--- config.mk ---
export PLATFORM = sky130hd
export DESIGN_NAME = ifu_fetch
export DESIGN_NICKNAME = d
export VERILOG_FILES = /design/src/rtl/ifu_fetch.sv
export SDC_FILE = /design/constraint.sdc
export NUM_CORES = 1
export LEC_CHECK = 0
export ABC_CLOCK_PERIOD_IN_PS = 2100
export BUFFER_PORTS_ARGS = -buffer_cell sky130_fd_sc_hd__buf_2
export CORE_MARGIN = 2
export CORE_UTILIZATION = 45
export CTS_CLUSTER_DIAMETER = 150
export DETAILED_ROUTE_END_ITERATION = 10
export PLACE_DENSITY = 0.82
export SYNTH_ARGS = -nofsm -noshare
export SYNTH_HDL_FRONTEND = slang
export SYNTH_SLANG_ARGS = --single-unit
--- constraint.sdc ---
create_clock -name clk -period 2.1 [get_ports clk]
set_input_delay 0 -clock clk [delete_from_list [all_inputs] [get_ports clk]]
set_output_delay 0 -clock clk [all_outputs]
set_load 0.1 [all_outputs]
--- src/rtl/ifu_fetch.sv ---
// Instruction fetch unit: owns the PC, fetches one word at a time over a valid/ready
// request channel and presents it to decode. Optional macro: IFU_MISALIGN_CHECK_EN.
module ifu_fetch #(
  parameter logic [31:0] RESET_PC = 32'h8000_0000
) (
  input  logic        clk,
  input  logic        rst,
  input  logic [31:0] next_pc,
  output logic        imem_req_valid,
  input  logic        imem_req_ready,
  output logic [31:0] imem_addr,
  input  logic        imem_resp_valid,
  input  logic [31:0] imem_resp_data,
  input  logic        imem_resp_err,
  output logic        inst_valid,
  input  logic        inst_ready,
  output logic [31:0] inst,
  output logic [31:0] pc,
  output logic        fetch_fault
);

  localparam logic [31:0] NOP = 32'h0000_0013;

  typedef enum logic [1:0] {
    S_IDLE = 2'd0,
    S_REQ  = 2'd1,
    S_WAIT = 2'd2,
    S_HOLD = 2'd3
  } state_t;

  state_t      state_reg;
  state_t      state_next;
  logic [31:0] pc_reg;
  logic [31:0] inst_reg;
  logic        fault_reg;
  logic        misaligned;

`ifdef IFU_MISALIGN_CHECK_EN
  assign misaligned = (pc_reg[1:0] != 2'b00);
`else
  assign misaligned = 1'b0;
`endif

  always_ff @(posedge clk or negedge rst) begin
    if (!rst) begin
      state_reg <= S_IDLE;
    end else begin
      state_reg <= state_next;
    end
  end

  always_comb begin
    state_next = state_reg;
    case (state_reg)
      S_IDLE: state_next = S_REQ;
      S_REQ: begin
        if (misaligned) begin
          state_next = S_HOLD;
        end else if (imem_req_ready) begin
          state_next = S_WAIT;
        end
      end
      S_WAIT: begin
        if (imem_resp_valid) begin
          state_next = S_HOLD;
        end
      end
      S_HOLD: begin
        if (inst_ready) begin
          state_next = S_REQ;
        end
      end
      default: state_next = S_IDLE;
    endcase
  end

  // A faulting fetch presents a nop so decode never executes garbage.
  always_ff @(posedge clk or negedge rst) begin
    if (!rst) begin
      pc_reg    <= RESET_PC;
      inst_reg  <= 32'h0;
      fault_reg <= 1'b0;
    end else begin
      if (state_reg == S_REQ && misaligned) begin
        inst_reg  <= NOP;
        fault_reg <= 1'b1;
      end
      if (state_reg == S_WAIT && imem_resp_valid) begin
        inst_reg  <= imem_resp_err ? NOP : imem_resp_data;
        fault_reg <= imem_resp_err;
      end
      if (state_reg == S_HOLD && inst_ready) begin
        pc_reg    <= next_pc;
        fault_reg <= 1'b0;
      end
    end
  end

  always_comb begin
    imem_req_valid = (state_reg == S_REQ) && !misaligned;
    inst_valid     = (state_reg == S_HOLD);
    imem_addr      = pc_reg;
    pc             = pc_reg;
    inst           = inst_reg;
    fetch_fault    = fault_reg;
  end

endmodule

======== Word level (Yosys, flattened, before mapping) ========
Cells that the tools add are included.
storage, ports and cells
  register bits ........................... 67
  bits of input ports ..................... 70
cells by class
  eq/ne operators ......................... 6
  muxes and demuxes ....................... 7
  reductions and logical operators ........ 5
operators by type and width
  kind                                                                   count
  32-bit 2-to-1 mux                                                      1
  2-bit case mux with 4 select lines                                     1
  2-bit 2-to-1 mux                                                       3
  2-bit equality test, second input constant                             2
  2-bit by 1-bit != test with 1-bit output, second input constant        2
  3-bit AND reduction                                                    1
  2-bit by 1-bit equality test with 1-bit output, second input constant  1
  1-bit logical AND                                                      2
  2-bit zero test                                                        1
  1-bit 2-to-1 mux                                                       2
  2-bit != test, second input constant                                   1
  2-bit nonzero test                                                     1

======== Logic depth before layout (Yosys ltp) ========
Gate-level depths: netlist of run 1.
  depth in word-level cells ............... 4
  mapped depth ............................ 7
  mapped depth without buffers ............ 5

======== Least setup slack after synthesis of run 1 ========
No wires, ideal clock.
  kind .................................... register to register
  from .................................... register state_reg[0]
  to ...................................... register pc_reg[0] (netlist: imem_addr[0])
  setup time .............................. 0.126 ns
  arrival time ............................ 1.975 ns
  data required time ...................... 1.974 ns
  setup slack ............................. -0.001 ns
  stages on the path, launching flop included .. 5
  buffers on the path ..................... 1
  clock period less this slack ............ 2.101 ns
  cells stage by stage .................... dfrtp_1 > ha_1 > nand2_1 > buf_2 > mux2_2
on the way
  longest elaborated chain between the ends .. 2
RTL lines
  what                    RTL line  RTL
  start, declared         31        state_t state_reg;
  start signal, assigned  48        state_reg <= state_next;
  2-bit equality test     -
  net inst_valid          15        output logic inst_valid,
  1-bit logical AND       92        if (state_reg == S_HOLD && inst_ready) begin
  end signal, assigned    93        pc_reg <= next_pc;
  end, declared           33        logic [31:0] pc_reg;
The timed path passes the listed nets, and every way through them passes these cells.
A chain may end at the register's enable or synchronous reset.

======== Final worst setup path of run 1 ========
  from .................................... register state_reg[0]
  to ...................................... register pc_reg[19] (netlist: imem_addr[19])
on the way
  longest elaborated chain between the ends .. 2
RTL lines
  what                 RTL line
  2-bit equality test  92
  1-bit logical AND    92
No other way between the ends.

==> results_dict.tcl, run 1 <==
set metrics [dict create \
    status "finished clean" \
    path_max_fanout 32 \
    synth_warnings 0 \
    drt-wirelength-per-cell_um 14.29 \
    period_minus_slack_ps 1601 \
    numCtsBuffers 9 \
    nets 534 \
    setup_viol 0 \
    start_kind "register" \
    syn2layout_area_growth_pct 51.92 \
    cp_data_required_time_ps 2310 \
    grt_max_degree 36 \
    synth_area_leaders "dfrtp_1 56%, mux2_2 12%, buf_4 8.2%, nand2b_1 6.2%, o21ai_0 5.5%" \
    syn_nets 330 \
    seqCellArea_sq_um 1678 \
    numPortBuffers 168 \
    yosysSeqAreaShare 0.5726 \
    row_count 29 \
    reg2regPathDepth 4 \
    final_area_sq_um 4452 \
    period_share 0.7624 \
    final_cell_mix "168 x buf_2, 66 x dfrtp_1, 66 x dlygate4sd3_1" \
    grt_pass1_vias 2646 \
    diodes 0 \
    die_w_um 84.70 \
    synthDistinctLibCells 15 \
    cp.arrival_ps 1810 \
    met3WireLength_um 495 \
    drt_iter0_drc 93 \
    post_cts_buffers 0 \
    fmax_ghz 0.6246 \
    rsz0062_at_grt "no" \
    skew_ps 9.775 \
    yosys.area.top_type "dfrtp_1" \
    path_buf_inv 1 \
    grt_pass1_wl_um 12630 \
    crit_family "flip-flops" \
    drive_gt1_frac 0.4753 \
    post_dp_cell_area_sq_um 3617 \
    floorplan.initialDensity 0.4641 \
    vias_per_cell 4.646 \
    syn_area_sq_um 2930 \
    ioPinCount 169 \
    cts_htree_levels 3 \
    root_buffer "clkbuf_8" \
    cp.depth 4 \
    ys_ff_latch 67 \
    grt_usage 0.2261 \
    synth_top_area_frac 0.5636 \
    highest_layer "met4" \
    dr_total_vias 2518 \
    antenna_left 0 \
    final_common_cell "buf_2" \
    m1WireLength_um 2954 \
    cp-end-kind "register" \
    firstDrtPassIters 4 \
    die_y_um 84.70 \
    dpl.hpwl_um 4563 \
    drv_cap 0 \
    gp_congestion 0.7487 \
    slew_viol_final 0 \
    whs_path_depth 4 \
    core-area_sq_um 6314 \
    grt_antenna_before_repair 0 \
    finalHoldViolations 0 \
    clock_path_buffers 2 \
    worstSetupPathType "register to register" \
    synthCells 256 \
    route.met2.wl_um 4199 \
    avgSynthCellArea_sq_um 11.45 \
    slowest_delay_ps 420 \
    wl_um 7747 \
    worstMarginPinSlew_ps 756.7 \
    cp_cell_sequence "ha_2 -> nand2_1 -> buf_4 -> mux2_2" \
    drc_errors 0 \
    cp_slowest_cell "dfrtp_1" \
    fin_tns_setup_ps 0 \
    tritoncts "yes" \
    fillers 474 \
    insertion_delay_ps 330 \
    die_area_sq_um 7173 \
    grt_overflow 0 \
    clkTransAtPathRegs_ps 70 \
    cts_sinks 67 \
    hold_path.class "input port to register" \
    max-slew-margin-rel 0.4955 \
    multiInputGateArea_sq_um 940.9 \
]
## cell families (layout without fill, tap and decap cells)
logic type / count (synthesis) / after routing / synth area share
flops: 67 / 67 / 0.5726
simple gates: 66 / 66 / 0.1093
buf+inv: 50 / 259 / 0.1080
mux: 35 / 35 / 0.1332
compound gates: 34 / 34 / 0.05978
fa+ha+maj: 4 / 4 / 0.01708
## area by class of cell
cell class / instances / area share
well taps: 77 / 0.02164
flip-flops and latches: 67 / 0.3769
inverters: 5 / 0.004216
clock inverters: 3 / 0.003373
repair buffers: 238 / 0.3468
clock buffers: 13 / 0.03569
multi-input cells: 139 / 0.2114
## worst register-to-register path: cells and delay by family (launching register included)
kind / cells / cell delay (ps)
DFF: 1 / 420
adders and majority gates: 1 / 230
muxes: 1 / 420
and+or+nand+nor: 1 / 70
buffers and inverters: 1 / 350
## timing repair
action / 4_1_cts / 5_1_grt
hold endpoints to repair: 96 / 0
gates resized for setup: 0 / 0
hold buffers: 66 / 0
## worst paths after layout
path / endpoint / from / slack [ps]
setup / recovery: imem_addr[19] / state_reg[0] / 500
hold / removal: state_reg[1] / imem_req_ready / 100
setup reg to reg: imem_addr[19] / state_reg[0] / 500
hold reg to reg: inst[31] / inst[31] / 480
max in group asynchronous: inst[13] / rst / 1160
min in group asynchronous: imem_addr[24] / rst / 280
## cells in the mapped netlist, drive strengths merged
cell / instances
dfrtp: 66
buf: 39
nand2: 34
mux2: 32
o21ai: 32
nand2b: 29
clkbuf: 6
inv: 5
ha: 4
mux2i: 3
nor2: 3
a21oi: 1
a222oi: 1
dfstp: 1
## routing by layer
layer,up-vias,GRT usage
li1,1210,-
met1,1189,0.2492
met2,110,0.4195
met3,9,0.06883
met4,0,0.06205
met5,-,0
## stage by stage
stage	setup WS, ps	std cells	utilization	hold slack (ps)
3_3_place_gp	576.5	460	0.5729	103.8
2_1_floorplan	240.4	256	-	-295.6
6_report	498.9	542	0.7051	104.2
4_1_cts	520.7	542	0.7051	86.90
5_1_grt	451.5	542	0.7051	100.6
3_5_place_dp	532.0	460	0.5729	114.4
Power of run 1 is not shown: default switching activity piles up to over one toggle a cycle in this logic, so the estimate is an artifact.
==> run 2, diff against run 1 <==
==> config.mk (replaced) <==
export PLATFORM = sky130hd
export DESIGN_NAME = ifu_fetch
export DESIGN_NICKNAME = d
export VERILOG_FILES = /design/src/rtl/ifu_fetch.sv
export SDC_FILE = /design/constraint.sdc
export NUM_CORES = 1
export LEC_CHECK = 0
export ABC_CLOCK_PERIOD_IN_PS = 1400
export BUFFER_PORTS_ARGS = -buffer_cell sky130_fd_sc_hd__buf_2
export CORE_MARGIN = 2
export CORE_UTILIZATION = 39
export CTS_CLUSTER_DIAMETER = 150
export DETAILED_ROUTE_END_ITERATION = 10
export PLACE_DENSITY = 0.75
export SYNTH_ARGS = -nofsm -noshare
export SYNTH_HDL_FRONTEND = slang
export SYNTH_SLANG_ARGS = --single-unit
==> constraint.sdc (replaced) <==
create_clock -name clk -period 1.4 [get_ports clk]
set_input_delay 0 -clock clk [delete_from_list [all_inputs] [get_ports clk]]
set_output_delay 0 -clock clk [all_outputs]
set_load 0.1 [all_outputs]
==> results_dict.tcl, run 2 (synthesis gave the netlist of run 1 again) <==
set metrics [dict create \
    status "finished, violations left" \
    violations "negative setup slack" \
    grt_antenna_before_repair 0 \
    firstDrtPassIters 4 \
    drc_errors 0 \
    cts_sinks 67 \
    rsz0062_at_grt "yes" \
    drive_gt1_frac 0.5041 \
    ioPinCount 169 \
    grt_usage 0.2124 \
    drv_cap 0 \
    final_area_sq_um 4951 \
    row_count 31 \
    worstSetupPathType "register to register" \
    final_cell_mix "166 x buf_2, 66 x dlygate4sd3_1, 64 x dfrtp_1" \
    root_buffer "clkbuf_8" \
    insertion_delay_ps 330 \
    die_y_um 90.68 \
    nets 551 \
    cp_data_required_time_ps 1610 \
    die_w_um 90.68 \
    tritoncts "yes" \
    post_dp_cell_area_sq_um 3739 \
    floorplan.initialDensity 0.4040 \
    hold_path.class "input port to register" \
    path_max_fanout 6 \
    cp.arrival_ps 1720 \
    diodes 0 \
    core-area_sq_um 7253 \
    die_area_sq_um 8223 \
    slowest_delay_ps 430 \
    period_share 1.079 \
    fmax_ghz 0.6617 \
    final_util 0.6826 \
    slew_viol_final 0 \
    timing.hold.ws_ps 197.2 \
    grt_pass1_vias 2664 \
    vias_per_cell 4.477 \
    cts_htree_levels 3 \
    numCtsBuffers 9 \
    setup_viol 35 \
    max-slew-margin-rel 0.6568 \
    cp_cell_sequence "buf_4 -> ha_4 -> nand2_8 -> clkbuf_16 -> mux2_2" \
    dpl.hpwl_um 4517 \
    period_minus_slack_ps 1511 \
    fillers 526 \
    finalHoldViolations 0 \
    path_buf_inv 2 \
    final_common_cell "buf_2" \
    dr_total_vias 2601 \
    grt_overflow 0 \
    skew_ps 12.89 \
    grt_pass1_wl_um 13780 \
    clkTransAtPathRegs_ps 80 \
    cp_slowest_cell "dfrtp_2" \
    antenna_left 0 \
    start_kind "register" \
    setup_ws_ps -111.2 \
    crit_family "flip-flops" \
    worstMarginPinSlew_ps 518.3 \
    syn2layout_area_growth_pct 68.96 \
    cp-end-kind "register" \
    wl_um 9085 \
    gp_congestion 0.7261 \
    clock_path_buffers 2 \
    drt_iter0_drc 80 \
    numPortBuffers 168 \
    grt_max_degree 68 \
    drt-wirelength-per-cell_um 15.64 \
]
run 2: cell count changes in the layout (fill, tap and decap cells not counted), sizes merged:
cell and change:
buf +13, clkbuf +5, clkinv -2, bufinv +1
run 2: routing by layer:
metal	routed length, um	up-vias	global-route usage
met1	3752	1226	0.2415
met3	611	13	0.06177
met5	0	-	0
li1	-	1246	-
met2	4604	116	0.3899
met4	116	0	0.05128
run 2: per-stage QoR:
step | setup WS (ps) | TNS [ps] | cells
after global placement | -11.33 | -19.42 | 485
after CTS | -54.80 | -731.0 | 574
after detailed placement | -101.6 | -191.5 | 485
after floorplan | -114.9 | -1131 | 256
after global routing | -182.6 | -4594 | 581
final | -111.2 | -2712 | 581
run 2: repair_timing:
| action | CTS | global route |
|---|---|---|
| pin swaps | 3 | 2 |
| hold buffers | 66 | 0 |
| hold endpoints to repair | 132 | 0 |
| endpoints found under the setup margin | 3 | 45 |
| setup buffers | 6 | 3 |
| resized for setup | 36 | 14 |
| gates cloned | 1 | 4 |
run 2: final timing paths:
check / cells past startpoint / slack, ps / endpoint / from
setup / recovery: 5 / -110 / imem_addr[6] / state_reg[0]
hold / removal: 3 / 200 / inst[0] / imem_resp_err
setup reg to reg: 5 / -110 / imem_addr[6] / state_reg[0]
hold reg to reg: 2 / 480 / inst[1] / inst[1]
max in group asynchronous: 3 / 840 / imem_addr[31] / rst
min in group asynchronous: 3 / 220 / inst[17] / rst
run 2: worst reg2reg max path: cells and delay by family, from the launching register on:
kind | cells | cell delay, ps
adder cells (fa/ha/maj) | 1 | 180
AND/OR/NAND/NOR | 1 | 140
buffers and inverters | 2 | 320
flip-flops | 1 | 430
multiplexers | 1 | 320
run 2: cell type report:
type / count / area (sq um) / share of cell area
Inverter: 5 / 21.27 / 0.004296
Sequential cell: 67 / 1680 / 0.3394
Multi-Input combinational cell: 139 / 1094 / 0.2209
Tap cell: 99 / 123.9 / 0.02502
Timing Repair Buffer: 255 / 1844 / 0.3725
Clock buffer: 14 / 152.6 / 0.03083
Clock inverter: 2 / 35.03 / 0.007076
Power of run 2 is left out for the same reason.
